**src/rtl/bomb_game_ctrl_pkg.sv**
```systemverilog
// Shared definitions for the bomb game controller and its tick generator.
package bomb_game_ctrl_pkg;

  localparam int unsigned TIME_W  = 7;
  localparam int unsigned WIRE_W  = 4;
  localparam int unsigned STATE_W = 3;

  typedef enum logic [STATE_W-1:0] {
    IDLE       = 3'b000,
    GAME_START = 3'b001,
    GAME_CLEAR = 3'b010,
    GAME_FAIL  = 3'b011
  } state_t;

  localparam logic [TIME_W-1:0] TIME_INIT_DEF = 7'd60;
  localparam logic [TIME_W-1:0] WARN_TIME_DEF = 7'd10;
  localparam logic [1:0]        GOOD_WIRE_DEF = 2'd2;

endpackage

```
**src/rtl/sync_edge.sv**
```systemverilog
// Two-flop synchronizer with registered rising-edge detect; edges are masked
// until the pipeline has refilled after reset so levels already high never fire.
module sync_edge #(
  parameter int unsigned WIDTH = 1
) (
  input  logic             i_Clk,
  input  logic             i_Rst,
  input  logic [WIDTH-1:0] async_in,
  output logic [WIDTH-1:0] level,
  output logic [WIDTH-1:0] rise
);

  logic [WIDTH-1:0] meta_q;
  logic [WIDTH-1:0] sync_q;
  logic [WIDTH-1:0] prev_q;
  logic [1:0]       warm_q;

  always_ff @(posedge i_Clk or negedge i_Rst) begin
    if (!i_Rst) begin
      meta_q <= '0;
      sync_q <= '0;
      prev_q <= '0;
      warm_q <= 2'd0;
      rise   <= '0;
    end else begin
      meta_q <= async_in;
      sync_q <= meta_q;
      prev_q <= sync_q;
      if (warm_q != 2'd3) warm_q <= warm_q + 2'd1;
      rise   <= (warm_q == 2'd3) ? (sync_q & ~prev_q) : '0;
    end
  end

  assign level = sync_q;

endmodule

```
**src/rtl/bomb_game_ctrl.sv**
```systemverilog
// Bomb defusal game FSM: start/restart, wire-cut judgement and seconds countdown.
module bomb_game_ctrl
  import bomb_game_ctrl_pkg::*;
#(
  parameter logic [TIME_W-1:0] TIME_INIT = TIME_INIT_DEF,
  parameter logic [1:0]        GOOD_WIRE = GOOD_WIRE_DEF,
  parameter logic [TIME_W-1:0] WARN_TIME = WARN_TIME_DEF
) (
  input  logic               i_Clk,
  input  logic               i_Rst,
  input  logic               i_Start,
  input  logic [WIRE_W-1:0]  i_Wire,
  input  logic               i_Sec1Tick,
  output logic [STATE_W-1:0] o_State,
  output logic [TIME_W-1:0]  o_TimeLeft,
  output logic               o_Warn,
  output logic               o_Beep
);

  localparam logic [WIRE_W-1:0] GOOD_MASK = WIRE_W'(1) << GOOD_WIRE;

  logic              start_lvl;
  logic              start_rise;
  logic [WIRE_W-1:0] wire_lvl;
  logic [WIRE_W-1:0] wire_rise;

  sync_edge #(.WIDTH(1)) u_start_sync (
    .i_Clk    (i_Clk),
    .i_Rst    (i_Rst),
    .async_in (i_Start),
    .level    (start_lvl),
    .rise     (start_rise)
  );

  sync_edge #(.WIDTH(WIRE_W)) u_wire_sync (
    .i_Clk    (i_Clk),
    .i_Rst    (i_Rst),
    .async_in (i_Wire),
    .level    (wire_lvl),
    .rise     (wire_rise)
  );

  // A press counts only if the button is still held after its edge (glitch reject).
  logic start_pulse;
  logic bad_cut;
  logic good_cut;

  assign start_pulse = start_rise & start_lvl;
  assign bad_cut     = |(wire_rise & ~GOOD_MASK);
  assign good_cut    = |(wire_rise & GOOD_MASK);

  state_t            state_q;
  state_t            nxt_state;
  logic [TIME_W-1:0] nxt_time;
  logic              nxt_beep;
  logic              nxt_warn;

  always_comb begin
    nxt_state = state_q;
    nxt_time  = o_TimeLeft;
    nxt_beep  = 1'b0;
    case (state_q)
      IDLE: begin
        nxt_time = TIME_INIT;
        if (start_pulse && (wire_lvl == '0)) nxt_state = GAME_START;
      end
      GAME_START: begin
        // Bad cut beats good cut beats tick.
        if (bad_cut) begin
          nxt_state = GAME_FAIL;
        end else if (good_cut) begin
          nxt_state = GAME_CLEAR;
        end else if (i_Sec1Tick && (o_TimeLeft != '0)) begin
          nxt_time = o_TimeLeft - TIME_W'(1);
          nxt_beep = 1'b1;
          if (o_TimeLeft == TIME_W'(1)) nxt_state = GAME_FAIL;
        end
      end
      GAME_CLEAR, GAME_FAIL: begin
        if (start_pulse) begin
          nxt_state = IDLE;
          nxt_time  = TIME_INIT;
        end
      end
      default: begin
        nxt_state = IDLE;
        nxt_time  = TIME_INIT;
      end
    endcase
    nxt_warn = (nxt_state == GAME_START) && (nxt_time <= WARN_TIME);
  end

  always_ff @(posedge i_Clk or negedge i_Rst) begin
    if (!i_Rst) begin
      state_q    <= IDLE;
      o_TimeLeft <= TIME_INIT;
      o_Warn     <= 1'b0;
      o_Beep     <= 1'b0;
    end else begin
      state_q    <= nxt_state;
      o_TimeLeft <= nxt_time;
      o_Warn     <= nxt_warn;
      o_Beep     <= nxt_beep;
    end
  end

  assign o_State = state_q;

endmodule
```
**config.mk**
```make
export PLATFORM = sky130hd
export DESIGN_NAME = bomb_game_ctrl
export DESIGN_NICKNAME = d
export VERILOG_FILES = /design/src/rtl/bomb_game_ctrl_pkg.sv /design/src/rtl/sync_edge.sv /design/src/rtl/bomb_game_ctrl.sv
export SDC_FILE = /design/constraint.sdc
export NUM_CORES = 1
export LEC_CHECK = 0
export ABC_AREA = 1
export CELL_PAD_IN_SITES_DETAIL_PLACEMENT = 0
export CELL_PAD_IN_SITES_GLOBAL_PLACEMENT = 2
export CORE_MARGIN = 4
export CORE_UTILIZATION = 35
export CTS_BUF_LIST = sky130_fd_sc_hd__clkbuf_8
export DETAILED_ROUTE_END_ITERATION = 6
export PLACE_DENSITY_LB_ADDON = 0.1
export SLEW_MARGIN = 20
export SYNTH_ARGS = -nofsm -noshare
export SYNTH_HDL_FRONTEND = slang
export SYNTH_SLANG_ARGS = --single-unit
```
**constraint.sdc**
```tcl
create_clock -name i_Clk -period 1.95 [get_ports i_Clk]
set_input_delay 0.39 -clock i_Clk [delete_from_list [all_inputs] [get_ports i_Clk]]
set_output_delay 0.39 -clock i_Clk [all_outputs]
set_load 0.01 [all_outputs]
```
# Yosys cells after proc, flatten, opt, wreduce, memory -nomap -nowiden
# Cells that the tools add are included.
[word_totals]
output_inout_bits = 12
regBits = 36
input_bits = 8
[classes]
n_eq_ne = 9
mux = 18
add_sub_neg = 3
n_lt_le_gt_ge = 1
n_reduce_logical = 8
bitwise_logic = 5
[ops]
columns = ["op", "count"]
rows = [
  ["7-bit two-way mux", 4],
  ["3-bit two-way mux", 6],
  ["7-bit case mux with 2 select lines", 1],
  ["3-bit case mux with 3 select lines", 1],
  ["7-bit by 1-bit equality test with 1-bit output, second input constant", 1],
  ["7-bit by 4-bit <= comparator with 1-bit output, second input constant", 1],
  ["7-bit nonzero test", 1],
  ["7-bit by 1-bit subtractor with 7-bit output, second input constant", 1],
  ["3-bit by 1-bit equality test with 1-bit output, second input constant", 2],
  ["3-bit by 2-bit equality test with 1-bit output, second input constant", 2],
  ["1-bit two-way mux", 5],
  ["2-bit by 1-bit adder with 2-bit output, second input constant", 2],
  ["4-bit AND", 1],
  ["2-bit equality test, second input constant", 2],
  ["4-bit logical NOT", 1],
  ["4-bit two-way mux", 1],
  ["2-bit inequality test, second input constant", 2],
  ["4-bit NOT", 1],
  ["1-bit logical AND", 3],
  ["3-bit logical NOT", 1],
  ["3-bit OR reduction", 1],
  ["1-bit AND", 2],
  ["2-bit OR reduction", 1],
  ["1-bit NOT", 1],
]

# Logic depth before layout (Yosys ltp)
# Gate-level depths: netlist (run 1).
[logic_depth]
word_depth = 8
depth_mapped = 13
ltp_nobuf = 13

# Hierarchy
# A second synthesis (run 1) with hierarchy kept.
[hier_totals]
cells_unflattened = 184
hier_area_um2 = 1617.8
[by_module_without_submodules]
columns = ["module", "area_per_inst_um2", "seq_area_each_um2", "cells_each", "n_inst"]
rows = [
  ["bomb_game_ctrl", 882.1, 305.3, 131, 1],
  ["sync_edge (u_wire_sync)", 535.5, 450.4, 36, 1],
  ["sync_edge (u_start_sync)", 200.2, 150.1, 17, 1],
]

# Worst setup path before layout (run 1)
# No wires, ideal clock.
[synth_path]
path_kind = "reg-to-reg"
from = "register o_TimeLeft[0]"
to = "register o_Warn"
stages_incl_launch_ff = 13
path_buffers = 0
period_less_slack_ps = 1534
t_required_ps = 1832
setup_slack_ps = 416
t_arrival_ps = 1416
cell_sequence = "dfrtp_1 > inv_1 > ha_1 > nand2_2 > inv_1 > nand2_2 > nand3_2 > nor2_4 > nand2_1 > nand2_2 > nand2_1 > a21oi_1 > nor2_1"
[synth_between]
elab_chain_len = 8
[synth_rtl]
columns = ["element", "line", "text"]
rows = [
  ["start, declared", "bomb_game_ctrl.sv:15", "output logic [TIME_W-1:0] o_TimeLeft,"],
  ["start signal, assigned", "bomb_game_ctrl.sv:101", "o_TimeLeft <= nxt_time;"],
  ["branches (longest 2 deep; another with 7-bit by 1-bit subtractor with 7-bit output)", "-", ""],
  ["7-bit two-way mux (*)", "bomb_game_ctrl.sv:73", "end else if (i_Sec1Tick && (o_TimeLeft != '0)) begin"],
  ["7-bit two-way mux (*)", "bomb_game_ctrl.sv:71", "end else if (good_cut) begin"],
  ["7-bit two-way mux (*)", "bomb_game_ctrl.sv:69", "if (bad_cut) begin"],
  ["7-bit case mux with 2 select lines (*)", "bomb_game_ctrl.sv:62", "case (state_q)"],
  ["net nxt_time[1]", "bomb_game_ctrl.sv:54", "logic [TIME_W-1:0] nxt_time;"],
  ["7-bit by 4-bit <= comparator with 1-bit output (*)", "bomb_game_ctrl.sv:90", "nxt_warn = (nxt_state == GAME_START) && (nxt_time <= WARN_TIME);"],
  ["1-bit logical AND (*)", "bomb_game_ctrl.sv:90", ""],
  ["net nxt_warn", "bomb_game_ctrl.sv:56", "logic nxt_warn;"],
  ["end signal, assigned", "bomb_game_ctrl.sv:102", "o_Warn <= nxt_warn;"],
  ["end, declared", "bomb_game_ctrl.sv:16", "output logic o_Warn,"],
]
# Mark *: on every way through the listed nets, which the timed path passes.
# A chain may end at the register's enable or synchronous reset.

# Final worst setup path (run 1)
[layout_path]
from = "register o_TimeLeft[2]"
to = "output port o_TimeLeft[2]"
# No word-level cell between the ends.

==> reports/metrics.yaml, run 1 <==
status: "finished, final reports clean"
synth_edf_count: 0
first_iter_violations: 22
dieArea_mm2: 0.00561
worstSetupStartpointType: "flip-flop"
critPathMaxStageDelay_ns: 0.60
root_buffer: "clkbuf_8"
holdBufCountCts: 0
fp-row-count: 24
ios: 20
cts_inserted_buffers: 5
crit_path_max_fanout: 6
fin_crit_sh: 0.933
fin_skew_ns: 0.00849
totalWireLength_um: 2980
h-tree-depth: 2
antenna_found_initial: 0
required_ns: 1.56
gp_congestion: 0.793
ys_top_cells_by_area: "dfrtp_1 51%, nand2_1 8.4%, dfstp_2 6.7%"
reg2reg_from: "o_TimeLeft[0]"
post_cts_buffers: 0
area_growth_pct: 21.7
place_area_mm2: 0.00183
path_clk_slew_ns: 0.07
fin_ws_ns: 0.130
grt_overflow: 0
grt_max_degree: 37
netlist_instances: 163
drt-pass1-iter-count: 5
setup_viol: 0
cts_tree: "done"
dpl.hpwl_um: 2270
syn_avg_cell_area_um2: 9.61
cp_slowest_cell: "dfstp_2"
grt_pass1_wl_um: 5030
whs_path_depth: 0
syn_area_mm2: 0.00157
die_w_um: 74.9
detail_route.vias_per_cell: 4.56
p_leak_nw: 0.867
hp-start: "u_start_sync.meta_q"
cts_buffer_depth: 2
fin_crit_ns: 1.82
yosysMostFrequentCell: "nand2_1"
yosysSeqAreaShare: 0.578
r2r-end: "o_Warn"
r2r_setup_slack_ns: 0.21
insertedDiodeCount: 0
netlist.area_leader.share: 0.511
die_height_um: 74.9
cp_data_arrival_time_ns: 1.43
drc: 0
cp-end-kind: "primary output"
vias: 1103
yosys_warnings: 0
crit_family: "flip-flops"
yosysUniqueCellTypes: 24
clk_latency_ns: 0.28
reg2reg_depth: 10
synthesis.nets: 176
clock.fmax_ghz: 0.549
layout-drive-gt1-share: 0.179
synth_ff_type: "dfrtp_1"
ctsResizeCount: 0
tns_ns: 0
grt_use_met1: 0.150
drv_slew: 0
synth-seq-cells: 36
criticalPathCategory: "reg -> out"
holdPathEnd: "u_start_sync.level"
fill_cells: 413
clock-sinks: 36
met3_usage: 0.0280
rsz0062_at_grt: "no"
final_core_util: 0.438
maxCapViolations: 0
met2_usage: 0.188
io_buffers: 19
hold_viol: 0
fin_nets: 203
ir_drop_mv: 0.461
yosys-top-cells-count: "35 x nand2_1, 32 x dfrtp_1, 18 x inv_1, 15 x nor2_1, 9 x nand3_1"
crit_chain: "clkdlybuf4s50_1"
design_area_mm2: 0.00191
initial_core_util: 0.360
ant_nets: 0
first_global_vias: 1135
grt.busiest_layer: "met2"
track_usage: 0.121
pre_cts_slack_ns: 0.118
min_path_type: "reg -> reg"
yosysTopAreaCell: "dfrtp_1"
cp_num_buf_inv: 1
cellPowerDensity_mw_per_mm2: 693
wl_per_cell_um: 12.3
async_flop_share: 1.00
coreArea_mm2: 0.00435
-- flip-flops by register name, summed over array words and instances (netlist names) --
name	flops
o_Beep	1
o_State	3
o_TimeLeft	7
o_Warn	1
u_start_sync.level	1
u_start_sync.meta_q	1
u_start_sync.prev_q	1
u_start_sync.rise	1
u_start_sync.warm_q	2
u_wire_sync.level	4
u_wire_sync.meta_q	4
u_wire_sync.prev_q	4
u_wire_sync.rise	4
u_wire_sync.warm_q	2
-- metrics by stage --
step           total power [mW]  std cells  hold slack [ns]
2_1_floorplan             0.822        163           0.0944
3_3_place_gp              0.866        235            0.334
3_5_place_dp              0.868        235            0.336
4_1_cts                    1.35        242            0.350
5_1_grt                    1.39        242            0.364
6_report                   1.32        242            0.346
-- routing by layer --
metal  wire, um  vias up
met4         77        0
met1       1320      508
li1           -      560
met2       1460       29
met5          0        -
met3        128        6
-- cells by family after synthesis --
family | Yosys count | share of synthesized area
xor+xnor | 3 | 0.0168
other cells | 1 | 0.00239
compound gates | 11 | 0.0391
flops | 36 | 0.578
fa+ha+maj | 5 | 0.0399
buf+inv | 22 | 0.0527
mux | 2 | 0.0144
simple gates | 83 | 0.256
-- cell usage in the layout (no fill, tap or decap), types with 2 or more instances in the layout --
master | Yosys | final
a21oi_1 | 3 | 3
clkbuf_8 | 0 | 5
clkdlybuf4s50_1 | 0 | 19
dfrtp_1 | 32 | 32
dfstp_2 | 4 | 4
ha_1 | 5 | 5
inv_1 | 18 | 19
inv_2 | 3 | 3
mux2_2 | 2 | 2
nand2_1 | 35 | 35
nand2_2 | 8 | 8
nand3_1 | 9 | 9
nand3_2 | 2 | 2
nand4_1 | 4 | 4
nor2_1 | 15 | 15
nor2_2 | 4 | 4
nor2_4 | 3 | 3
nor3_1 | 3 | 3
o21ai_0 | 5 | 5
xnor2_1 | 2 | 2
-- worst max-delay path by stage --
stage | startpoint | endpoint | slack (ns) | cells past startpoint
detailed placement | i_Sec1Tick | o_Warn | 0.12 | 9
global placement | i_Sec1Tick | o_Warn | 0.15 | 9
CTS | o_TimeLeft[2] | o_TimeLeft[2] | 0.11 | 1
global route | o_TimeLeft[2] | o_TimeLeft[2] | 0.07 | 1
finish | o_TimeLeft[2] | o_TimeLeft[2] | 0.13 | 1
floorplan | o_TimeLeft[0] | o_Warn | 0.42 | 12
-- area by class of cell --
cell class	instances	area, um2	share of cell area
inverter	22	82.6	0.0433
sequential	36	906	0.475
clock buffer	5	68.8	0.0361
multi-input combinational	105	578	0.303
tap	52	65.1	0.0341
clock inverter	2	8.76	0.00459
timing repair buffer	20	198	0.104
-- power by group --
part	leakage (nW)	internal [mW]	switching (mW)
registers	0.426	0.771	0.0127
clock network	0.0452	0.237	0.233
logic	0.396	0.0280	0.0407
No activity file was read; power rests on OpenSTA's default activity.
==> run 2: changes to the inputs <==
Settings changed: HOLD_SLACK_MARGIN from default to 0.12, PLACE_DENSITY from default to 0.86, PLACE_DENSITY_LB_ADDON 0.1 to default.
==> reports/metrics.yaml, run 2 (synthesized netlist as in run 1, its figures left out) <==
crit_start: "o_TimeLeft[2]"
r2r-end: "o_Warn"
first_global_vias: 1066
design_power_total_mw: 1.48
post_cts_buffers: 0
drc: 0
coreArea_mm2: 0.00435
detail_route.vias_per_cell: 4.45
cellPowerDensity_mw_per_mm2: 757
status: "finished, final reports clean"
criticalPathCategory: "reg -> out"
root_buffer: "clkbuf_8"
ant_nets: 0
ios: 20
wl_met3_um: 115
maxCapViolations: 0
clock.fmax_ghz: 0.549
fill_cells: 417
final_common_cell: "nand2_1"
cp_slowest_cell: "dfstp_2"
fin_nets: 203
maxSlewHeadroom: 0.664
final_core_util: 0.448
drv_slew: 0
hold_ws_ns: 0.348
grt_overflow: 0
crit_family: "flip-flops"
dieArea_mm2: 0.00561
cts_inserted_buffers: 5
min_path_type: "reg -> reg"
timing.critical_path.depth: 1
ctsResizeCount: 0
fin_ws_ns: 0.128
layout-drive-gt1-share: 0.183
fp-row-count: 24
pre_cts_slack_ns: 0.105
die_w_um: 74.9
holdBufCountCts: 0
cp-end-kind: "primary output"
crit_chain: "clkdlybuf4s50_1"
fin_crit_ns: 1.82
vias: 1082
die_height_um: 74.9
initial_core_util: 0.360
largest_reg_flops: 7
mostFrequentLayoutCells: "35 x nand2_1, 32 x dfrtp_1, 19 x inv_1, 19 x clkdlybuf4s50_1, 15 x nor2_1"
track_usage: 0.120
clk_latency_ns: 0.28
design_area_mm2: 0.00195
reg2reg_depth: 10
critPathMaxStageDelay_ns: 0.60
reg2reg_from: "o_TimeLeft[0]"
insertedDiodeCount: 0
required_ns: 1.56
dpl.hpwl_um: 2190
ir_drop_mv: 0.594
h-tree-depth: 2
wirelength_met1_um: 1440
fin_crit_sh: 0.934
cts_buffer_depth: 2
cts_tree: "done"
cp_num_buf_inv: 1
cp_data_arrival_time_ns: 1.43
final-instance-count-excl-fill: 243
first_iter_violations: 52
fin_skew_ns: 0.00741
place_area_mm2: 0.00184
r2r_setup_slack_ns: 0.19
worst_slew_pin_slew_ns: 0.502
dp_cells: 235
p_leak_nw: 0.885
area_growth_pct: 24.4
setup_viol: 0
hold_viol: 0
antenna_found_initial: 0
wl_per_cell_um: 11.8
crit_end: "o_TimeLeft[2]"
grt_pass1_wl_um: 4970
tns_ns: 0
rsz0062_at_grt: "no"
worstSetupStartpointType: "flip-flop"
io_buffers: 19
path_clk_slew_ns: 0.07
clock-sinks: 36
top_register: "o_TimeLeft"
grt_max_degree: 29
gp_congestion: 0.734
wl_met2_um: 1290
dr.max_layer_used: "met4"
totalWireLength_um: 2880
crit_path_max_fanout: 6
drt-pass1-iter-count: 4
-- run 2: changes by cell type in the layout (fill, tap and decap cells not counted), sizes merged --
cell    change
bufinv      +1
-- run 2: cell type report --
cell class                 instances  area (um2)  area share
timing repair buffer              20         210       0.108
clock inverter                     3        38.8      0.0199
multi-input combinational        105         578       0.297
inverter                          22        82.6      0.0424
tap                               52        65.1      0.0334
sequential                        36         906       0.465
clock buffer                       5        68.8      0.0353
-- run 2: how the worst min path moves through the flow --
stage                               start  depth (start not counted)                   end  slack, ns
floorplan                           i_Rst                          0                o_Beep       0.09
global placement    u_wire_sync.meta_q[3]                          0  u_wire_sync.level[3]       0.33
detailed placement  u_wire_sync.meta_q[3]                          0  u_wire_sync.level[3]       0.33
CTS                 u_wire_sync.meta_q[3]                          0  u_wire_sync.level[3]       0.35
global route        u_wire_sync.meta_q[0]                          0  u_wire_sync.level[0]       0.36
finish              u_wire_sync.meta_q[3]                          0  u_wire_sync.level[3]       0.35
-- run 2: routing by layer --
| metal | track usage | up-vias |
|---|---|---|
| li1 | - | 567 |
| met1 | 0.169 | 492 |
| met2 | 0.173 | 18 |
| met3 | 0.0374 | 5 |
| met4 | 0.0474 | 0 |
| met5 | 0 | - |
-- run 2: where the power goes --
part	total [mW]	switching, mW	internal [mW]
sequential	0.782	0.0120	0.770
combinational	0.0727	0.0420	0.0307
clock	0.621	0.247	0.374
